**src/rtl/aes_ctr_engine.sv**
```systemverilog
// Iterative AES-CTR engine: encrypts the counter block one round per clock and XORs
// the keystream into the input block. Round keys are fetched from an external store.
module aes_ctr_engine #(
  parameter int KEY_BITS = 256,
  parameter int CTR_BITS = 32
) (
  input  logic         clk,
  input  logic         rst,
  input  logic         cfg_load,
  input  logic [127:0] iv_i,
  output logic         cfg_err,
  input  logic         in_valid,
  output logic         in_ready,
  input  logic [127:0] in_data,
  output logic         out_valid,
  input  logic         out_ready,
  output logic [127:0] out_data,
  output logic [3:0]   rk_idx,
  input  logic [127:0] rk_i,
  output logic [127:0] ctr_o,
  output logic         busy
);
  localparam int NR = (KEY_BITS == 128) ? 10 : (KEY_BITS == 192) ? 12 : 14;

  generate
    if (KEY_BITS != 128 && KEY_BITS != 192 && KEY_BITS != 256) begin : g_bad_key
      $error("aes_ctr_engine: KEY_BITS must be 128, 192 or 256");
    end
  endgenerate

  localparam logic [1:0] IDLE  = 2'd0;
  localparam logic [1:0] ROUND = 2'd1;
  localparam logic [1:0] FINAL = 2'd2;
  localparam logic [1:0] OUT   = 2'd3;

  localparam logic [0:255][7:0] SBOX = {
    128'h637c777bf26b6fc53001672bfed7ab76, 128'hca82c97dfa5947f0add4a2af9ca472c0,
    128'hb7fd9326363ff7cc34a5e5f171d83115, 128'h04c723c31896059a071280e2eb27b275,
    128'h09832c1a1b6e5aa0523bd6b329e32f84, 128'h53d100ed20fcb15b6acbbe394a4c58cf,
    128'hd0efaafb434d338545f9027f503c9fa8, 128'h51a3408f929d38f5bcb6da2110fff3d2,
    128'hcd0c13ec5f974417c4a77e3d645d1973, 128'h60814fdc222a908846eeb814de5e0bdb,
    128'he0323a0a4906245cc2d3ac629195e479, 128'he7c8376d8dd54ea96c56f4ea657aae08,
    128'hba78252e1ca6b4c6e8dd741f4bbd8b8a, 128'h703eb5664803f60e613557b986c11d9e,
    128'he1f8981169d98e949b1e87e9ce5528df, 128'h8ca1890dbfe6426841992d0fb054bb16
  };

  function automatic logic [7:0] xtime(input logic [7:0] b);
    return {b[6:0], 1'b0} ^ (b[7] ? 8'h1b : 8'h00);
  endfunction

  logic [1:0]   state_reg;
  logic [3:0]   r_reg;
  logic [127:0] st_reg;
  logic [127:0] data_reg;
  logic [127:0] ctr_reg;
  logic [127:0] out_data_reg;
  logic         out_valid_reg;
  logic         cfg_err_reg;

  logic [127:0] sb;
  logic [127:0] sr;
  logic [127:0] mc;

  // Byte i lives at bits 127-8i; column = i/4, row = i%4.
  genvar gi;
  generate
    for (gi = 0; gi < 16; gi++) begin : g_sub
      localparam int SRC = 4 * (((gi / 4) + (gi % 4)) % 4) + (gi % 4);
      assign sb[127-8*gi -: 8] = SBOX[st_reg[127-8*gi -: 8]];
      assign sr[127-8*gi -: 8] = sb[127-8*SRC -: 8];
    end
    for (gi = 0; gi < 4; gi++) begin : g_mix
      logic [7:0] a0, a1, a2, a3;
      assign a0 = sr[127-32*gi -: 8];
      assign a1 = sr[119-32*gi -: 8];
      assign a2 = sr[111-32*gi -: 8];
      assign a3 = sr[103-32*gi -: 8];
      assign mc[127-32*gi -: 8] = xtime(a0) ^ xtime(a1) ^ a1 ^ a2 ^ a3;
      assign mc[119-32*gi -: 8] = a0 ^ xtime(a1) ^ xtime(a2) ^ a2 ^ a3;
      assign mc[111-32*gi -: 8] = a0 ^ a1 ^ xtime(a2) ^ xtime(a3) ^ a3;
      assign mc[103-32*gi -: 8] = xtime(a0) ^ a0 ^ a1 ^ a2 ^ xtime(a3);
    end
  endgenerate

  always_ff @(posedge clk) begin
    if (!rst) begin
      state_reg     <= IDLE;
      r_reg         <= '0;
      st_reg        <= '0;
      data_reg      <= '0;
      ctr_reg       <= '0;
      out_data_reg  <= '0;
      out_valid_reg <= 1'b0;
      cfg_err_reg   <= 1'b0;
    end else begin
      cfg_err_reg <= cfg_load && (state_reg != IDLE);
      case (state_reg)
        IDLE: begin
          // A config load wins over a pending input block.
          if (cfg_load) begin
            ctr_reg <= iv_i;
          end else if (in_valid) begin
            data_reg  <= in_data;
            st_reg    <= ctr_reg ^ rk_i;
            r_reg     <= 4'd1;
            ctr_reg[CTR_BITS-1:0] <= ctr_reg[CTR_BITS-1:0] + CTR_BITS'(1);
            state_reg <= (NR == 1) ? FINAL : ROUND;
          end
        end
        ROUND: begin
          st_reg <= mc ^ rk_i;
          r_reg  <= r_reg + 4'd1;
          if (r_reg == 4'(NR - 1)) begin
            state_reg <= FINAL;
          end
        end
        FINAL: begin
          out_data_reg  <= sr ^ rk_i ^ data_reg;
          out_valid_reg <= 1'b1;
          state_reg     <= OUT;
        end
        default: begin
          if (out_ready) begin
            out_valid_reg <= 1'b0;
            state_reg     <= IDLE;
          end
        end
      endcase
    end
  end

  always_comb begin
    rk_idx = 4'd0;
    case (state_reg)
      ROUND:   rk_idx = r_reg;
      FINAL:   rk_idx = 4'(NR);
      default: rk_idx = 4'd0;
    endcase
  end

  assign in_ready  = rst && (state_reg == IDLE) && !cfg_load;
  assign busy      = (state_reg != IDLE);
  assign cfg_err   = cfg_err_reg;
  assign out_valid = out_valid_reg;
  assign out_data  = out_data_reg;
  assign ctr_o     = ctr_reg;
endmodule

```
**config.mk**
```make
export PLATFORM = sky130hd
export DESIGN_NAME = aes_ctr_engine
export DESIGN_NICKNAME = d
export VERILOG_FILES = /design/src/rtl/aes_ctr_engine.sv
export SDC_FILE = /design/constraint.sdc
export NUM_CORES = 2
export LEC_CHECK = 0
export ABC_CLOCK_PERIOD_IN_PS = 4800
export BUFFER_PORTS_ARGS = -buffer_cell sky130_fd_sc_hd__buf_2
export CAP_MARGIN = 40
export CELL_PAD_IN_SITES_DETAIL_PLACEMENT = 1
export CELL_PAD_IN_SITES_GLOBAL_PLACEMENT = 2
export CORE_MARGIN = 2
export CORE_UTILIZATION = 36
export DETAILED_ROUTE_END_ITERATION = 8
export GPL_TIMING_DRIVEN = 1
export HOLD_SLACK_MARGIN = 0.05
export PLACE_DENSITY = 0.94
export SLEW_MARGIN = 5
export SYNTH_ARGS = -nofsm -noshare
export SYNTH_HDL_FRONTEND = slang
export SYNTH_SLANG_ARGS = --single-unit
export TNS_END_PERCENT = 1
```
**constraint.sdc**
```tcl
create_clock -name clk -period 4.8 [get_ports clk]
set_input_delay 0.96 -clock clk [delete_from_list [all_inputs] [get_ports clk]]
set_output_delay 0.96 -clock clk [all_outputs]
set_load 0.01 [all_outputs]
```
# Yosys cells after proc, flatten, opt, wreduce, memory -nomap -nowiden
# Memories as Yosys holds them, arrays and structs flattened.
# Index checks and enable logic that the tools add are counted.
# word_totals
memories,16
out_inout_bits,264
input_bits,389
regBits,520
romBits,32768
# mem_list
memory,depth,word_bits,rd,rd_ports_with_merged_regs,wr,line,text
(no name shown),256,8,1,0,0,69,assign sb[127-8*gi -: 8] = SBOX[st_reg[127-8*gi -: 8]];
(no name shown),256,8,1,0,0,69,
(no name shown),256,8,1,0,0,69,
(no name shown),256,8,1,0,0,69,
(no name shown),256,8,1,0,0,69,
(no name shown),256,8,1,0,0,69,
+10 memories,--,--,--,--,--,--,
# classes
magnitude_cmp,16
reduce_logical,17
n_eq_ne,6
bitwise_logic,102
muxes,64
addsub,2
# ops
op,n
$xor 128x128->128,4
$xor 8x8->8,64
$mux 128,2
$mux 8,32
$pmux 128 s2,1
$ge 9x9->1 const B,16
$not 8->9,16
$xor 8x5->8,16
$mux 5,16
$mux 32,2
$add 32x1->32 const B,1
$pmux 4 s2,2
$mux 2,4
$mux 4,2
$reduce_bool 2->1,4
$ne 2x2->1 const B,3
$pmux 2 s3,1
$reduce_and 2->1,3
$reduce_and 3->1,2
$add 4x1->4 const B,1
$eq 4x4->1 const B,1
$reduce_and 4->1,1
$reduce_bool 4->1,1
$logic_and 1x1->1,3
other kinds (8),9

# Longest topological paths before layout
# depth
word_depth,12
mapped_depth,17
mapped_depth_nobuf,12

# Least setup slack after synthesis
# OpenSTA, ideal clock, no wires.
# synth_timing
path_type,register to register
startpoint,register st_reg[25]
endpoint,register st_reg[1]
stages_incl_launch_ff,16
t_arrival_ps,4067
setup_slack_ps,600
setup_time_ps,134
required_ps,4666
path_buffers,3
path_cell_list,dfxtp_1 -> clkbuf_1 -> buf_1 -> inv_1 -> ha_1 -> clkbuf_1 -> nand2b_1 -> nand2_1 -> o21a_1 -> mux4_2 -> mux2i_1 -> a2bb2oi_2 -> xnor2_1 -> xor2_1 -> xnor2_1 -> a21oi_1
# synth_via
elab_chain_len,12
# synth_rtl
element,line,text
"start, declared",53,logic [127:0] st_reg;
"start signal, assigned",104,st_reg <= ctr_reg ^ rk_i;
"start signal, assigned",111,st_reg <= mc ^ rk_i;
$not 8->9 (not written as such) (*),69,
$mem_v2 256x8 (*),--,
$mux 8 (not written as such) (*) (2 in series),69,
$mux 5,48,"return {b[6:0], 1'b0} ^ (b[7] ? 8'h1b : 8'h00);"
$xor 8x5->8,48,
$xor 8x8->8 (*) (4 in series),81,assign mc[103-32*gi -: 8] = xtime(a0) ^ a0 ^ a1 ^ a2 ^ xtime(a3);
$xor 128x128->128 (*),111,
$pmux 128 s2 (*),97,case (state_reg)
# Mark *: on every way between the ends. The rest lies on a longest branch, timed or not. The select of a mux whose other input is x is not followed.
# A chain may end at the register's enable or synchronous reset.

# Worst setup path after layout
# layout_timing
startpoint,register st_reg[112]
endpoint,register st_reg[17]
# layout_via
elab_chain_len,12
# layout_rtl
element,line,text
$not 8->9 (not written as such) (*),69,
$mem_v2 256x8 (*),--,
$mux 8 (not written as such) (*) (2 in series),69,
$mux 5,48,
$xor 8x5->8 (*),48,
$xor 8x8->8 (*) (4 in series),79,assign mc[119-32*gi -: 8] = a0 ^ xtime(a1) ^ xtime(a2) ^ a2 ^ a3;
$xor 128x128->128 (*),111,
$pmux 128 s2 (*),97,
# Marks and branches as above.

==> metrics.yaml <==
status: "complete, but fails checks"
violations: "setup timing"
path_clk_slew_ps: 60
route.detailed.drc: 0
vias: 104895
io_buffers: 652
tritoncts: "built"
grt_start_max_net_pins: 149
layout-drive-gt1-share_pct: 17.4
wl_per_cell_um: 34.2
dp_hpwl_um: 387000
period_share_pct: 101
path_max_fanout: 34
ys_warn_count: 0
cts.sinks: 520
max_stage_delay_ps: 680
post_drt_via_cell_ratio: 6.95
fin_util_pct: 40.8
ctsHoldBuffers: 0
ys_seq_area_share_pct: 12.5
die_w_um: 486
rsz0062_at_grt: "no"
cts_setup_buffers: 0
ys_async_sr_fraction_pct: 0
syn_inst: 11858
maxSlewViolCount: 0
clock.fmax_mhz: 205
syn_area_um2: 83500
start_util_pct: 36.3
syn-num-nets: 12481
die_height_um: 486
ys_types: 114
setup_slack_ps: -70.4
grt_antenna_before_repair: 38
postRouteAntennaNets: 0
fp.dieArea_um2: 236000
cts_max_path_buffers: 3
synth_edf_count: 0
hold_viol_final: 0
min_period_ps: 4870
worst-setup-path-type: "reg2reg"
ioPinCount: 653
h-tree-depth: 3
crit_required_ps: 5370
final_common_cell: "nand2_1"
totalWireLength_um: 517000
cp-end-kind: "flip-flop"
drv_cap: 0
grt_pass1_wl_um: 743000
relSlewSlack_pct: 27.9
worst-endpoint-arrival_ps: 5440
ys.flop_type: "dfxtp_1"
start_kind: "flip-flop"
globalplace.congestion: 1.03
hold_path_class: "in2reg"
dpl_worst_slack_ps: -65.8
numCtsBuffers: 70
cpMaxStageDelayCell: "mux4_2"
coreArea_um2: 230000
drt_iter0_markers: 15617
gr-total-overflow: 0
avgSynthCellArea_um2: 7.04
dr.pass1.iters: 7
grtUsageTotal_pct: 41.6
crit_chain: "buf_4 -> ha_1 -> a21oi_1 -> a211o_1 -> a31oi_1 -> a311oi_1 -> mux4_2 -> xor2_1 -> xnor3_1 -> xnor2_1 -> o21ai_1"
clkLatencyLatePin_ps: 750
ys_seq_elements: 520
fp-row-count: 176
grt_pass1_vias: 101777
layout_common_cells: "nand2_1 (1,245), a21oi_1 (946), o21ai_0 (857), nor2_1 (780), buf_4 (713)"
worst_pin_slew_ps: 1080
fin_skew_ps: 46.7
area_growth_pct: 12.4
root_buffer: "clkbuf_16"
setup_viol: 1
num-nets-final: 12627
## layer usage
| metal | vias up | GRT usage, % | part of all wire [%] |
|---|---|---|---|
| met5 | - | 0 | 0.037 |
| met1 | 51878 | 53.2 | 39 |
| met2 | 7393 | 62.5 | 42 |
| li1 | 43912 | - | - |
| met3 | 1680 | 10.3 | 11 |
| met4 | 32 | 26.0 | 7.6 |
## layout make-up
cell class	instances	area [µm²]
Inverter	171	649
Antenna cell	18	45.0
Timing Repair Buffer	1431	9930
Clock buffer	96	2070
Fill cell	28791	136000
Multi-Input combinational cell	9810	66600
Tap cell	3026	3790
Clock inverter	31	297
Sequential cell	520	10500
## per-stage QoR
| step | hold WS (ps) | instances | setup TNS, ps | cell area, µm² |
|---|---|---|---|---|
| after floorplan | 455 | 11858 | 0 | 83500 |
| after global placement | 460 | 14927 | -62.3 | 91000 |
| after detailed placement | 466 | 14954 | -65.8 | 91400 |
| after CTS | 424 | 15081 | 0 | 93800 |
| after global routing | 462 | 15095 | 0 | 93900 |
| final | 452 | 15103 | -70.4 | 93900 |
## critical path, delay by kind of cell, from the launching register on
kind            cells  cell delay, ps
compound gates      5            1160
mux                 1             680
xor+xnor            3            1380
buf+inv             1             420
flops               1             350
fa+ha+maj           1             660
## Yosys cell counts (all sizes together), types with 33 or more instances
| cell type | number | area [µm²] |
|---|---|---|
| ha | 234 | 2930 |
| o21ai | 872 | 4380 |
| dfxtp | 520 | 10400 |
| nor2b | 315 | 1970 |
| o211a | 58 | 581 |
| or3 | 83 | 519 |
| a211o | 52 | 455 |
| nand3 | 359 | 1800 |
| a221oi | 76 | 678 |
| inv | 149 | 559 |
| o211ai | 278 | 2090 |
| o21a | 57 | 428 |
| a2111oi | 49 | 442 |
| and2 | 113 | 707 |
| or2 | 92 | 576 |
| mux2i | 158 | 1640 |
| mux2 | 33 | 372 |
| a211oi | 248 | 1890 |
| clkbuf | 766 | 2880 |
| o311ai | 160 | 1410 |
| and3 | 55 | 344 |
| mux4 | 243 | 5470 |
| nand2 | 1249 | 4690 |
| a22oi | 40 | 300 |
| o32ai | 33 | 312 |
| a311oi | 141 | 1260 |
| xor2 | 229 | 2040 |
| o31ai | 117 | 892 |
| buf | 591 | 3120 |
| nor4 | 33 | 206 |
| a21oi | 952 | 4780 |
| nor3b | 51 | 388 |
| o22ai | 103 | 644 |
| a31oi | 232 | 1470 |
| nor3 | 412 | 2070 |
| nand2b | 345 | 2160 |
| o2111ai | 38 | 333 |
| o221ai | 50 | 444 |
| a21boi | 255 | 1910 |
| nor2 | 784 | 2940 |
| a311o | 37 | 370 |
| xnor2 | 702 | 6190 |
| nand3b | 35 | 263 |
| a21o | 77 | 578 |
## final timing paths
path,depth (start not counted),end,slack [ps],from
setup / recovery,11,st_reg[17],-70,st_reg[112]
hold / removal,3,ctr_o[44],450,iv_i[44]
setup reg to reg,11,st_reg[17],-70,st_reg[112]
hold reg to reg,2,data_reg[47],480,data_reg[47]
## what timing repair did
item	in CTS	in global routing
pin swaps	0	1
gates resized for setup	1	7
endpoints found under the setup margin	1	9
## kinds of logic after synthesis
logic type | after synthesis | synth area share [%]
buf+inv | 1528 | 7.94
mux | 434 | 8.95
simple gates | 3994 | 22.9
compound gates | 4185 | 33.6
flops | 520 | 12.5
fa+ha+maj | 244 | 3.62
xor+xnor | 953 | 10.5
Power is not shown: default switching activity piles up to over one toggle a cycle in this logic, so the estimate is an artifact.
